## src/rtl/quad_step_decoder_pkg.sv

```systemverilog
// Shared constants for the quadrature step decoder: Gray states, direction
// encodings, the decoder state machine enum and the forward-step helper.
package quad_pkg;

    localparam logic [1:0] S00 = 2'b00;
    localparam logic [1:0] S10 = 2'b10;
    localparam logic [1:0] S11 = 2'b11;
    localparam logic [1:0] S01 = 2'b01;

    localparam logic DIR_UP = 1'b1;
    localparam logic DIR_DN = 1'b0;

    typedef enum logic {INIT, TRACK} state_t;

    // Successor of s when A leads B (the "up" direction).
    function automatic logic [1:0] next_up(input logic [1:0] s);
        unique case (s)
            S00:     next_up = S10;
            S10:     next_up = S11;
            S11:     next_up = S01;
            default: next_up = S00;
        endcase
    endfunction

endpackage

```

## src/rtl/quad_step_decoder_if.sv

```systemverilog
// Encoder-side bus of the quadrature decoder: raw A/B in, step/direction/error out.
// o_err_cnt exists only when QUAD_ERR_CNT_EN is defined.
interface quad_step_decoder_if;
    logic       i_a;
    logic       i_b;
    logic       o_en;
    logic       o_up_down;
    logic       o_err;
`ifdef QUAD_ERR_CNT_EN
    logic [7:0] o_err_cnt;

    modport master (output i_a, i_b, input o_en, o_up_down, o_err, o_err_cnt);
    modport slave  (input i_a, i_b, output o_en, o_up_down, o_err, o_err_cnt);
`else
    modport master (output i_a, i_b, input o_en, o_up_down, o_err);
    modport slave  (input i_a, i_b, output o_en, o_up_down, o_err);
`endif
endinterface

```

## src/rtl/quad_step_decoder_glitch_filter.sv

```systemverilog
// One encoder channel: SYNC_STAGES-flop synchroniser followed by a filter that
// accepts a new level only after FILT_CYCLES consecutive disagreeing cycles.
module quad_glitch_filter #(
    parameter int SYNC_STAGES = 2,
    parameter int FILT_CYCLES = 4,
    parameter int FILT_W      = 3
) (
    input  logic clk,
    input  logic rst_n,
    input  logic raw,
    output logic filt,
    output logic stable
);

    logic [SYNC_STAGES-1:0] sync;
    logic [FILT_W-1:0]      cnt;
    logic                   sync_out;

    assign sync_out = sync[SYNC_STAGES-1];
    assign stable   = (sync_out == filt);

    always_ff @(posedge clk or negedge rst_n) begin
        if (!rst_n) begin
            sync <= '0;
            filt <= 1'b0;
            cnt  <= '0;
        end else begin
            sync <= {sync[SYNC_STAGES-2:0], raw};
            if (stable) begin
                cnt <= '0;
            end else if (cnt == FILT_W'(FILT_CYCLES - 1)) begin
                filt <= sync_out;
                cnt  <= '0;
            end else begin
                cnt <= cnt + 1'b1;
            end
        end
    end

endmodule

```

## src/rtl/quad_step_decoder.sv

```systemverilog
// Quadrature A/B front end: filtered channels feed an INIT/TRACK decoder that
// emits step pulses, a direction level and illegal-transition pulses.
// Optional saturating error counter enabled by QUAD_ERR_CNT_EN.
module quad_step_decoder
    import quad_pkg::*;
#(
    parameter int SYNC_STAGES = 2,
    parameter int FILT_CYCLES = 4,
    parameter int FILT_W      = 3
) (
    input  logic                i_clk,
    input  logic                i_rst_n,
    quad_step_decoder_if.slave  bus
);

    logic [1:0]        raw, filt, stable, prev;
    state_t            state, state_nxt;
    logic [FILT_W-1:0] stab_cnt, stab_nxt;
    logic              en, en_nxt, err, err_nxt, up_down, dir_nxt;

    assign raw = {bus.i_a, bus.i_b};

    for (genvar i = 0; i < 2; i++) begin : g_ch
        quad_glitch_filter #(
            .SYNC_STAGES (SYNC_STAGES),
            .FILT_CYCLES (FILT_CYCLES),
            .FILT_W      (FILT_W)
        ) u_filt (
            .clk    (i_clk),
            .rst_n  (i_rst_n),
            .raw    (raw[i]),
            .filt   (filt[i]),
            .stable (stable[i])
        );
    end

    always_comb begin
        state_nxt = state;
        stab_nxt  = stab_cnt;
        en_nxt    = 1'b0;
        err_nxt   = 1'b0;
        dir_nxt   = up_down;
        unique case (state)
            INIT: begin
                // Wait until both channels have been quiet long enough to trust filt.
                if (&stable) begin
                    if (stab_cnt == FILT_W'(FILT_CYCLES - 1)) begin
                        state_nxt = TRACK;
                        stab_nxt  = '0;
                    end else begin
                        stab_nxt = stab_cnt + 1'b1;
                    end
                end else begin
                    stab_nxt = '0;
                end
            end
            default: begin
                if (filt != prev) begin
                    if (filt == next_up(prev)) begin
                        en_nxt  = 1'b1;
                        dir_nxt = DIR_UP;
                    end else if (prev == next_up(filt)) begin
                        en_nxt  = 1'b1;
                        dir_nxt = DIR_DN;
                    end else begin
                        err_nxt = 1'b1;
                    end
                end
            end
        endcase
    end

    always_ff @(posedge i_clk or negedge i_rst_n) begin
        if (!i_rst_n) begin
            state    <= INIT;
            stab_cnt <= '0;
            prev     <= S00;
            en       <= 1'b0;
            err      <= 1'b0;
            up_down  <= DIR_UP;
        end else begin
            state    <= state_nxt;
            stab_cnt <= stab_nxt;
            prev     <= filt;
            en       <= en_nxt;
            err      <= err_nxt;
            up_down  <= dir_nxt;
        end
    end

    assign bus.o_en      = en;
    assign bus.o_err     = err;
    assign bus.o_up_down = up_down;

`ifdef QUAD_ERR_CNT_EN
    logic [7:0] err_cnt;

    always_ff @(posedge i_clk or negedge i_rst_n) begin
        if (!i_rst_n)
            err_cnt <= '0;
        else if (err_nxt && err_cnt != 8'hFF)
            err_cnt <= err_cnt + 1'b1;
    end

    assign bus.o_err_cnt = err_cnt;
`endif

endmodule

```

## src/flat_wrapper.sv

```systemverilog
// flat-port wrapper written by rule: the top's interface ports become plain ports
module quad_step_decoder_flat import quad_pkg::*;
#(
    parameter int SYNC_STAGES = 2,
    parameter int FILT_CYCLES = 4,
    parameter int FILT_W      = 3
)
  (i_clk, i_rst_n, bus_i_a, bus_i_b, bus_o_en, bus_o_up_down, bus_o_err);
  quad_step_decoder_if bus_i ();
  input  logic i_clk;
  input  logic i_rst_n;
  input wire logic [$bits(bus_i.i_a)-1:0] bus_i_a;
  input wire logic [$bits(bus_i.i_b)-1:0] bus_i_b;
  output wire logic [$bits(bus_i.o_en)-1:0] bus_o_en;
  output wire logic [$bits(bus_i.o_up_down)-1:0] bus_o_up_down;
  output wire logic [$bits(bus_i.o_err)-1:0] bus_o_err;
  assign bus_i.i_a = bus_i_a;
  assign bus_i.i_b = bus_i_b;
  assign bus_o_en = bus_i.o_en;
  assign bus_o_up_down = bus_i.o_up_down;
  assign bus_o_err = bus_i.o_err;
  quad_step_decoder #(.SYNC_STAGES(SYNC_STAGES), .FILT_CYCLES(FILT_CYCLES), .FILT_W(FILT_W)) u_core (.i_clk(i_clk), .i_rst_n(i_rst_n), .bus(bus_i));
endmodule
```

## config.mk

```make
export PLATFORM = sky130hd
export DESIGN_NAME = quad_step_decoder_flat
export DESIGN_NICKNAME = d
export VERILOG_FILES = /design/src/rtl/quad_step_decoder_pkg.sv /design/src/rtl/quad_step_decoder_if.sv /design/src/rtl/quad_step_decoder_glitch_filter.sv /design/src/rtl/quad_step_decoder.sv /design/src/flat_wrapper.sv
export SDC_FILE = /design/constraint.sdc
export NUM_CORES = 1
export LEC_CHECK = 0
export ABC_CLOCK_PERIOD_IN_PS = 1300
export CAP_MARGIN = 20
export CORE_MARGIN = 2
export CORE_UTILIZATION = 48
export CTS_CLUSTER_DIAMETER = 150
export DETAILED_ROUTE_END_ITERATION = 8
export HOLD_SLACK_MARGIN = 0.02
export PLACE_DENSITY = 0.76
export SLEW_MARGIN = 20
export SYNTH_ARGS = -nofsm -noshare
export SYNTH_HDL_FRONTEND = slang
export SYNTH_SLANG_ARGS = --single-unit
```

## constraint.sdc

```tcl
create_clock -name i_clk -period 1.3 [get_ports i_clk]
set_clock_uncertainty 0.15 [all_clocks]
set_input_delay 0.26 -clock i_clk [delete_from_list [all_inputs] [get_ports i_clk]]
set_output_delay 0.26 -clock i_clk [all_outputs]
set_load 0.005 [all_outputs]
```

# Word-level counts from Yosys, hierarchy flattened
# Cells that the tools add are included.
[word_totals]
register_bits = 21
output_inout_bits = 3
input_bits = 4
elab_cells = 62
[op_classes]
n_reduce_logical = 7
bitwise_logic = 2
n_eq_ne = 12
muxes = 26
add_sub_neg = 3
[op_table]
columns = ["cell", "n"]
rows = [
  ["3-bit two-way mux", 6],
  ["1-bit two-way mux", 13],
  ["2-bit one-hot mux with 3 select lines", 2],
  ["2-bit two-way mux", 5],
  ["3-bit by 1-bit adder with 3-bit output (second input constant)", 3],
  ["3-bit by 2-bit == test with 1-bit output (second input constant)", 3],
  ["2-bit == test (second input constant)", 4],
  ["2-bit AND reduction", 3],
  ["2-bit == test", 2],
  ["2-bit logical NOT", 2],
  ["3-bit AND reduction", 1],
  ["1-bit == test", 2],
  ["2-bit != test", 1],
  ["1-bit NOT", 2],
  ["2-bit nonzero test", 1],
]

# Longest topological paths before layout
# Gate-level depths: netlist of run 1.
[depth]
ltp_word = 13
depth_mapped = 4
ltp_nobuf = 4

# Cells and area by module
# Synthesis of run 1 repeated with hierarchy kept, for this count alone.
[hier_totals]
cells_unflattened = 58
hier_area_um2 = 802.0
[by_module_without_submodules]
columns = ["mod", "instances", "cells_each", "seq_area_each_um2", "area_each_um2"]
rows = [
  ["quad_glitch_filter", 2, 13, 150.1, 216.5],
  ["quad_step_decoder", 1, 32, 226.5, 369.1],
]

# Worst setup path after synthesis of run 1
# No wires, ideal clock.
[synth_path]
path_type = "register to register"
from = "register u_core.g_ch[0].u_filt.cnt[0]"
to = "register u_core.g_ch[0].u_filt.filt"
period_less_slack_ns = 1.287
setup_ns = 0.125
path_slack_ns = 0.013
path_stages_with_launch = 4
t_required_ns = 1.025
t_arrival_ns = 1.012
n_path_buf = 0
path_cell_list = "dfrtp_1 > ha_1 > nor2b_1 > mux2_2"
[synth_via]
elab_chain_len = 2
[synth_rtl]
columns = ["element", "line_no", "text"]
rows = [
  ["start, declared", "quad_step_decoder_glitch_filter.sv:16", "logic [FILT_W-1:0] cnt;"],
  ["start signal, assigned", "quad_step_decoder_glitch_filter.sv:35", "cnt <= cnt + 1'b1;"],
  ["3-bit by 2-bit == test with 1-bit output", "quad_step_decoder_glitch_filter.sv:31", "end else if (cnt == FILT_W'(FILT_CYCLES - 1)) begin"],
  ["2-bit AND reduction (no line)", "-", ""],
  ["end signal, assigned", "quad_step_decoder_glitch_filter.sv:32", "filt <= sync_out;"],
  ["end, declared", "quad_step_decoder_glitch_filter.sv:11", "output logic filt,"],
]
# No other way between the ends.
# A chain may end at the register's enable or synchronous reset.

# Final worst setup path of run 1
[layout_path]
from = "register u_core.up_down, in the netlist u_core.bus.o_up_down"
to = "output bus_o_up_down"
[layout_lines]
columns = ["element", "line_no", "text"]
rows = [
  ["start, declared", "quad_step_decoder.sv:19", "logic en, en_nxt, err, err_nxt, up_down, dir_nxt;"],
  ["start signal, assigned", "quad_step_decoder.sv:87", "up_down <= dir_nxt;"],
  ["end, declared", "flat_wrapper.sv:15", "output wire logic [$bits(bus_i.o_up_down)-1:0] bus_o_up_down;"],
]
# No word-level cell between the ends.

==> metrics.txt, run 1 <==
Design Area, Final=1005 µm²; Crit Path Max Fanout=2; placer congestion estimate=roughly 0.7; FF+latch area=529.3 µm²; Slew Limit Fails=0; Worst Setup Start Kind=register; routed len/inst=12.66 µm; final antenna diode count=0; worst-path cell with the longest stage delay=dfstp_2; worst skew pair latency=0.30 ns; port buffer count=6; chip width=~45 µm; met2 Usage GRT=21.74%; clk root buf=clkbuf_4; most frequent cells in the layout=dfrtp_1, buf_4, nand2_1, xnor2_1; Post-DRT Antenna Nets=0; initial antenna violation count=0; largest stage delay on the critical path=0.54 ns; row count=14; Pre-antenna DRT Iters=1; Worst Setup SP=u_core.bus.o_up_down$_DFFE_PN1P_; Iter 0 DRT Violations=0; Unique masters post-synth=18; Arr. time, crit path=0.95 ns; cell taking the most area after synthesis=dfrtp_1; setup violators final=2; number of nets in the layout=85; Detailed Place HPWL=755.2 µm; Gate Count Post-Synth=60; initial core utilization=51.97%; Die H=44.62 µm; Synth Cell Area=792.0 µm²; Inst Count DP=86; Boundary Pins=7; Tightest Pin Transition=0.2253 ns; Post-CTS Hold Buffers=0; grt peak-use layer=met2; Leak=0.4629 nW; clk slew on worst S/H paths=0.11 ns; register area share after synthesis=66.51%; Area Growth Syn to Fin=26.86%; commonest non-fill, non-tap cell in the layout=dfrtp_1; Crit path max-delay family=flip-flops; Fmax achieved=approximately 0.74 GHz; vias in the first global route=roughly 460; Tot Pwr=2.057 mW; synth top area cells=dfrtp_1, xnor2_1, ha_1; via count=472; status=finished, violations left; GRT Overall Usage=14.31%; Max Root-Sink Buffers=2; grt ovf=0; Worst Path Buf+Inv=1; H-tree levels=1; Synth top area share=63.19%; Worst Hold Class=primary input to asynchronous set/reset pin; Post-route DRC=0; Tmin final=1.359 ns; Num CTS Buffers=3; M1 GR Usage=between 10% and 20%; Die ar.=1991 µm²; period utilisation layout=104.5%; first-pass GRT wire length=about 1900 µm; power per standard cell area=2047 nW/µm²; Final Hold Vio Count=0; failing checks=setup timing; share of cells above drive strength 1=35.06%; area occupied by multi-input gates=314.1 µm²; Worst slew margin=84.87%; Avg Cell Area, Syn=13.20 µm²; clk sinks=21; M3 GR Usage=under 10%; CTS tree=built; final wirelength=roughly 1200 µm; critical path class=register to primary output; fillcell total=119; Synth Register Bits=21; Placeable Area=1524 µm²; r2r startpoint=u_core.g_ch[0].u_filt.cnt[0]$_DFF_PN0_; peak supply drop=roughly 1.3 mV; non-filler cells, final=93; mean number of vias per cell=5.075; synth warn=0; pin count of the biggest net entering global routing=22; CP Capture Type=primary output; Critical Path RT=0.89 ns; Placed Area=914.6 µm²; setup slack after layout=-0.05877 ns; syn_nets=67; maxcap violations=0; RSZ-0062 raised after global routing=yes; critical path cell sequence=buf_2
per-layer routing:
metal	wire, µm	part of all wire (%)
met5	0	0
met4	37	3.1
met3	49	4.2
met2	536	46
met1	553	47
logic make-up after synthesis:
| family | after synthesis | synth area share [%] |
|---|---|---|
| compound gates | 7 | 4.423 |
| xor+xnor | 7 | 7.741 |
| simple gates | 19 | 13.27 |
| fa+ha+maj | 3 | 4.740 |
| mux | 2 | 2.843 |
| buf+inv | 1 | 0.4735 |
| flops | 21 | 66.51 |
sequential cells by signal (all words and copies together), names as in the netlist:
register	flops
u_core.g_ch.u_filt.cnt	6
u_core.g_ch.u_filt.sync	4
u_core.stab_cnt	3
u_core.g_ch.u_filt.filt	2
u_core.prev	2
u_core.bus.o_en	1
u_core.bus.o_err	1
u_core.bus.o_up_down	1
u_core.state	1
timing repair:
item	CTS	global route
gates resized for setup	15	9
pin swaps	1	3
endpoints found under the setup margin	7	10
buffers inserted	0	3
where the power goes:
group | internal [mW] | switching, mW
Combinational | 0.451 | 0.292
Sequential | 0.844 | 0.161
Clock | 0.115 | 0.195
through the flow:
step,setup WS [ns],hold WS [ns],utilization [%],setup TNS (ns)
after CTS,-0.06624,0.1320,63.55,-0.06624
after global placement,-0.09979,0.1860,60.02,-0.1269
after detailed placement,-0.1049,0.1952,60.02,-0.1827
after floorplan,0.01338,-0.1856,-,0
after global routing,-0.09912,0.1224,65.93,-0.1528
final,-0.05877,0.1325,65.93,-0.07307
worst paths after layout:
check	endpoint	slack (ns)	cells past startpoint
max	bus_o_up_down	-0.06	1
min	u_core.bus.o_en$_DFF_PN0_	0.13	2
max reg2reg	u_core.g_ch[0].u_filt.filt$_DFFE_PN0P_	-0.01	3
min reg2reg	u_core.g_ch[0].u_filt.sync[1]$_DFF_PN0_	0.22	0
max in group asynchronous	u_core.bus.o_up_down$_DFFE_PN1P_	0.66	2
min in group i_clk	u_core.g_ch[0].u_filt.sync[1]$_DFF_PN0_	0.22	0
cells in the mapped netlist:
cell type,number
nor2_1,1
dfrtp_1,20
nand2_1,5
xnor2_1,6
nand3_1,1
mux2_2,2
nand2b_1,2
nor3_1,2
inv_1,1
xor2_1,1
nor3b_1,4
ha_1,3
and2_1,1
o21ai_0,2
o21ai_1,3
nor2b_1,3
a21oi_1,2
dfstp_2,1
cell type report:
type                    instances  share of cell area [%]
repair buffers                 13                   10.96
flip-flops and latches         21                   52.68
well taps                      16                   1.993
inverters                       1                  0.3736
multi-input cells              38                   31.26
clock buffers                   3                   2.242
clock inverters                 1                  0.4981
Note: power is estimated with default switching activity, not from simulation.
==> inputs of run 2 (changes only) <==
--- a/config.mk
+++ b/config.mk
@@ -13,6 +13,7 @@
 export DETAILED_ROUTE_END_ITERATION = 8
 export HOLD_SLACK_MARGIN = 0.02
 export PLACE_DENSITY = 0.76
+export SKIP_CTS_REPAIR_TIMING = 1
 export SLEW_MARGIN = 20
 export SYNTH_ARGS = -nofsm -noshare
 export SYNTH_HDL_FRONTEND = slang
==> metrics.txt, run 2 (synthesized netlist as in run 1, its figures left out) <==
worst-path cell with the longest stage delay=dfstp_2; Worst Hold Class=primary input to asynchronous set/reset pin; number of nets in the layout=85; failing checks=setup timing; Area Growth Syn to Fin=27.96%; non-filler cells, final=93; Crit Path Max Fanout=2; final core occ=66.50%; pin count of the biggest net entering global routing=22; commonest non-fill, non-tap cell in the layout=dfrtp_1; clk root buf=clkbuf_4; worst skew pair latency=0.30 ns; number of flip-flops in the largest register=6; Worst slew margin=between 80 and 90%; Crit path max-delay family=flip-flops; H-tree levels=1; maxcap violations=0; Detailed Place HPWL=~760 µm; port buffer count=6; status=finished, violations left; Die ar.=1991 µm²; final antenna diode count=0; routed len/inst=12.39 µm; final wirelength=1152 µm; Fmax achieved=around 0.74 GHz; peak supply drop=1.317 mV; Pre-antenna DRT Iters=3; Num CTS Buffers=3; Slew Limit Fails=0; Post-route DRC=0; Top Registers=u_core.g_ch.u_filt.cnt (6), u_core.g_ch.u_filt.sync (4), u_core.stab_cnt (3); largest stage delay on the critical path=0.54 ns; power per standard cell area=2019 nW/µm²; Design Area, Final=1013 µm²; mean number of vias per cell=5.247; Worst Setup Start Kind=register; Inst Count DP=86; Die H=44.62 µm; via count=488; Worst Path Buf+Inv=1; most frequent cells in the layout=dfrtp_1, buf_4, nand2_1, xnor2_1; share of cells above drive strength 1=between 20% and 30%; Leak=between 0.4 and 0.5 nW; Placed Area=just over 900 µm²; Tmin final=1.358 ns; row count=14; Post-DRT Antenna Nets=0; Arr. time, crit path=~0.95 ns; TNS Setup=-0.05837 ns; grt ovf=0; clk slew on worst S/H paths=approximately 0.11 ns; period utilisation layout=104.5%; first-pass GRT wire length=approximately 1800 µm; Max Root-Sink Buffers=2; initial core utilization=51.97%; Final Hold Vio Count=0; placer congestion estimate=0.7002; Boundary Pins=7; CTS tree=built; critical path cell sequence=clkbuf_2; largest register by flop count=u_core.g_ch.u_filt.cnt; RSZ-0062 raised after global routing=yes; Critical Path RT=between 0.8 and 0.9 ns; setup slack after layout=-0.05837 ns; Iter 0 DRT Violations=3; critical path class=register to primary output; initial antenna violation count=0; GRT Overall Usage=13.34%; Tightest Pin Transition=around 0.25 ns; vias in the first global route=442; Placeable Area=between 1500 and 2000 µm²; clk sinks=21; setup violators final=1; CP Capture Type=primary output; chip width=44.62 µm; post-place setup slack=-0.1049 ns
## run 2: power by group
part | internal, mW | switching [mW] | total (mW)
registers | 0.841 | 0.163 | 1.00
logic | 0.455 | 0.284 | 0.740
clock network | 0.115 | 0.188 | 0.303
total | 1.41 | 0.635 | 2.05
## run 2: worst paths after layout
| path | from | endpoint | slack [ns] | cells past startpoint |
|---|---|---|---|---|
| max | u_core.bus.o_up_down$_DFFE_PN1P_ | bus_o_up_down | -0.06 | 1 |
| max reg2reg | u_core.g_ch[0].u_filt.cnt[0]$_DFF_PN0_ | u_core.g_ch[0].u_filt.filt$_DFFE_PN0P_ | 0 | 3 |
| min | i_rst_n | u_core.bus.o_en$_DFF_PN0_ | 0.14 | 2 |
| min in group i_clk | u_core.g_ch[0].u_filt.sync[0]$_DFF_PN0_ | u_core.g_ch[0].u_filt.sync[1]$_DFF_PN0_ | 0.21 | 0 |
| max in group asynchronous | i_rst_n | u_core.bus.o_up_down$_DFFE_PN1P_ | 0.65 | 2 |
| min reg2reg | u_core.g_ch[0].u_filt.sync[0]$_DFF_PN0_ | u_core.g_ch[0].u_filt.sync[1]$_DFF_PN0_ | 0.21 | 0 |
## run 2: layout make-up
type | instances | area, µm²
clock buffer | 3 | 22.52
clock inverter | 1 | 5.005
fill | 122 | 510.5
inverter | 1 | 3.754
multi-input combinational | 38 | 309.0
sequential | 21 | 528.0
tap | 16 | 20.02
timing repair buffer | 13 | 125.1
## run 2: stage by stage
step / total power, mW / hold WS [ns]
after floorplan: 1.401 / -0.1856
after global placement: 1.616 / 0.1860
after detailed placement: 1.650 / 0.1952
after CTS: 1.959 / 0.1320
after global routing: 2.210 / 0.1224
final: 2.046 / 0.1361
## run 2: worst register-to-register path, stage by stage, from the launching register on
cell and delay, ns:
dfrtp_1 0.37, ha_2 0.18, nor2b_4 0.18, mux2_4 0.31
## run 2: metal layers
metal / vias up / part of all wire (%) / global-route usage [%]
met5: - / 0 / 0
met4: 0 / 2.8 / 10.91
met3: 4 / 3.7 / 4.898
met2: 9 / 46 / 20.87
met1: 238 / 47 / 14.25
li1: 237 / - / -
==> inputs of run 3 (changes only) <==
--- a/config.mk
+++ b/config.mk
@@ -7,9 +7,9 @@
 export LEC_CHECK = 0
 export ABC_CLOCK_PERIOD_IN_PS = 1300
 export CAP_MARGIN = 20
-export CORE_MARGIN = 2
 export CORE_UTILIZATION = 48
 export CTS_CLUSTER_DIAMETER = 150
+export CTS_CLUSTER_SIZE = 16
 export DETAILED_ROUTE_END_ITERATION = 8
 export HOLD_SLACK_MARGIN = 0.02
 export PLACE_DENSITY = 0.76
==> metrics.txt, run 3 (synthesized netlist as in run 1, its figures left out) <==
fillcell total=115; Worst Path Buf+Inv=1; setup slack after layout=-0.05676 ns; routed len/inst=about 13 µm; power share of the clock group=15.8%; chip width=42.62 µm; H-tree levels=1; commonest non-fill, non-tap cell in the layout=dfrtp_1; row count=14; Top Registers=u_core.g_ch.u_filt.cnt (6), u_core.g_ch.u_filt.sync (4), u_core.stab_cnt (3); Final Hold Vio Count=0; Crit Path Max Fanout=2; CTS tree=built; FF+latch area=529.3 µm²; port buffer count=6; peak supply drop=1.232 mV; Detailed Place HPWL=778.5 µm; area occupied by multi-input gates=297.8 µm²; final wirelength=1155 µm; via count=463; Die H=42.62 µm; Max Root-Sink Buffers=2; final antenna diode count=0; largest stage delay on the critical path=around 0.55 ns; Placeable Area=1524 µm²; non-filler cells, final=between 90 and 100; worst skew pair latency=0.31 ns; number of flip-flops in the largest register=6; RSZ-0062 raised after global routing=yes; sequential power share=49.4%; setup violators final=1; Slew Limit Fails=0; Tmin final=roughly 1.4 ns; largest register by flop count=u_core.g_ch.u_filt.cnt; period utilisation layout=104.4%; P_int=1.386 mW; mean number of vias per cell=5.088; Worst Setup Start Kind=register; placer congestion estimate=approximately 0.66; CP Capture Type=primary output; Area Growth Syn to Fin=25.12%; Tightest Pin Transition=0.2264 ns; Fmax achieved=around 0.74 GHz; Tot Pwr=2.017 mW; clk sinks=21; Critical Path RT=approximately 0.89 ns; Worst Setup SP=u_core.bus.o_up_down$_DFFE_PN1P_; Iter 0 DRT Violations=6; failing checks=setup timing; initial antenna violation count=0; Post-DRT Antenna Nets=0; Sw Ratio=31.28%; Crit path max-delay family=flip-flops; Boundary Pins=7; status=finished, violations left; first-pass GRT wire length=1911 µm; initial core utilization=51.97%; number of nets in the layout=83; Comb pwr share=34.8%; Die ar.=1816 µm²; maxcap violations=0; worst-path cell with the longest stage delay=dfstp_2; switching power=roughly 630 µW; Worst slew margin=84.91%; Hold WS=0.1300 ns; most frequent cells in the layout=dfrtp_1, nand2_1, nor3b_1, xnor2_1, buf_4; R2R depth=3; GRT Overall Usage=14.95%; power per standard cell area=2035 nW/µm²; Pre-antenna DRT Iters=4; crit path capture=bus_o_up_down; Post-route DRC=0; Inst Count DP=86; pin count of the biggest net entering global routing=22; share of cells above drive strength 1=26.67%; Leak=between 0.4 and 0.5 nW; grt ovf=0; Arr. time, crit path=0.95 ns; critical path cell sequence=clkbuf_2; vias in the first global route=about 460; Worst Hold Class=primary input to asynchronous set/reset pin; Num CTS Buffers=3; clk slew on worst S/H paths=approximately 0.12 ns; Worst R2R Setup Slack=~0.02 ns; FF-to-FF End=u_core.g_ch[0].u_filt.filt$_DFFE_PN0P_; r2r startpoint=u_core.g_ch[0].u_filt.cnt[0]$_DFF_PN0_; clk root buf=clkbuf_4; critical path class=register to primary output; Worst path depth=1
## run 3: cell types whose count changed in the layout (fill, tap and decap cells not counted), sizes merged
cell	previous run	this run
clkinv	1	0
clkinvlp	0	1
buf	7	5
## run 3: worst min path at each step
stage | slack, ns | endpoint | from
after CTS | 0.13 | u_core.g_ch[0].u_filt.cnt[2]$_DFF_PN0_ | i_rst_n
after floorplan | -0.19 | u_core.bus.o_en$_DFF_PN0_ | i_rst_n
after detailed placement | 0.19 | u_core.g_ch[0].u_filt.sync[1]$_DFF_PN0_ | u_core.g_ch[0].u_filt.sync[0]$_DFF_PN0_
final | 0.13 | u_core.g_ch[0].u_filt.cnt[2]$_DFF_PN0_ | i_rst_n
after global routing | 0.12 | u_core.g_ch[0].u_filt.cnt[2]$_DFF_PN0_ | i_rst_n
after global placement | 0.18 | u_core.g_ch[0].u_filt.sync[1]$_DFF_PN0_ | u_core.g_ch[0].u_filt.sync[0]$_DFF_PN0_
## run 3: cell type report
cell class / count / area share (%)
Clock buffer: 3 / 2.273
Clock inverter: 1 / 0.7576
Inverter: 1 / 0.3788
Multi-Input combinational cell: 38 / 30.05
Sequential cell: 21 / 53.41
Tap cell: 16 / 2.020
Timing Repair Buffer: 11 / 11.11
## run 3: per-stage QoR
| step | utilization [%] | cell area, µm² | TNS [ns] | setup WS [ns] |
|---|---|---|---|---|
| detailed placement | 60.02 | 914.6 | -0.1628 | -0.1078 |
| CTS | 61.99 | 944.7 | -1.113 | -0.4599 |
| finish | 65.02 | 991.0 | -0.05676 | -0.05676 |
| floorplan | - | 792.0 | 0 | 0.01338 |
| global route | 65.02 | 991.0 | -0.1211 | -0.09163 |
| global placement | 60.02 | 914.6 | -0.1331 | -0.1015 |
## run 3: power by group through the flow
stage / logic [mW] / clock network, mW / registers, mW
finish: 0.702 / 0.318 / 0.997
global route: 0.787 / 0.355 / 1.03
CTS: 0.656 / 0.331 / 0.984
detailed placement: 0.655 / 0 / 0.997
global placement: 0.628 / 0 / 0.990
floorplan: 0.426 / 0 / 0.974
## run 3: routing by layer
layer  global-route usage, %  routed length (µm)  up-vias
met5                       0                   0        -
met4                   7.500                   0        0
met3                   5.172                  33        0
met2                   23.64                 556        8
met1                   17.97                 565      222
li1                        -                   -      233
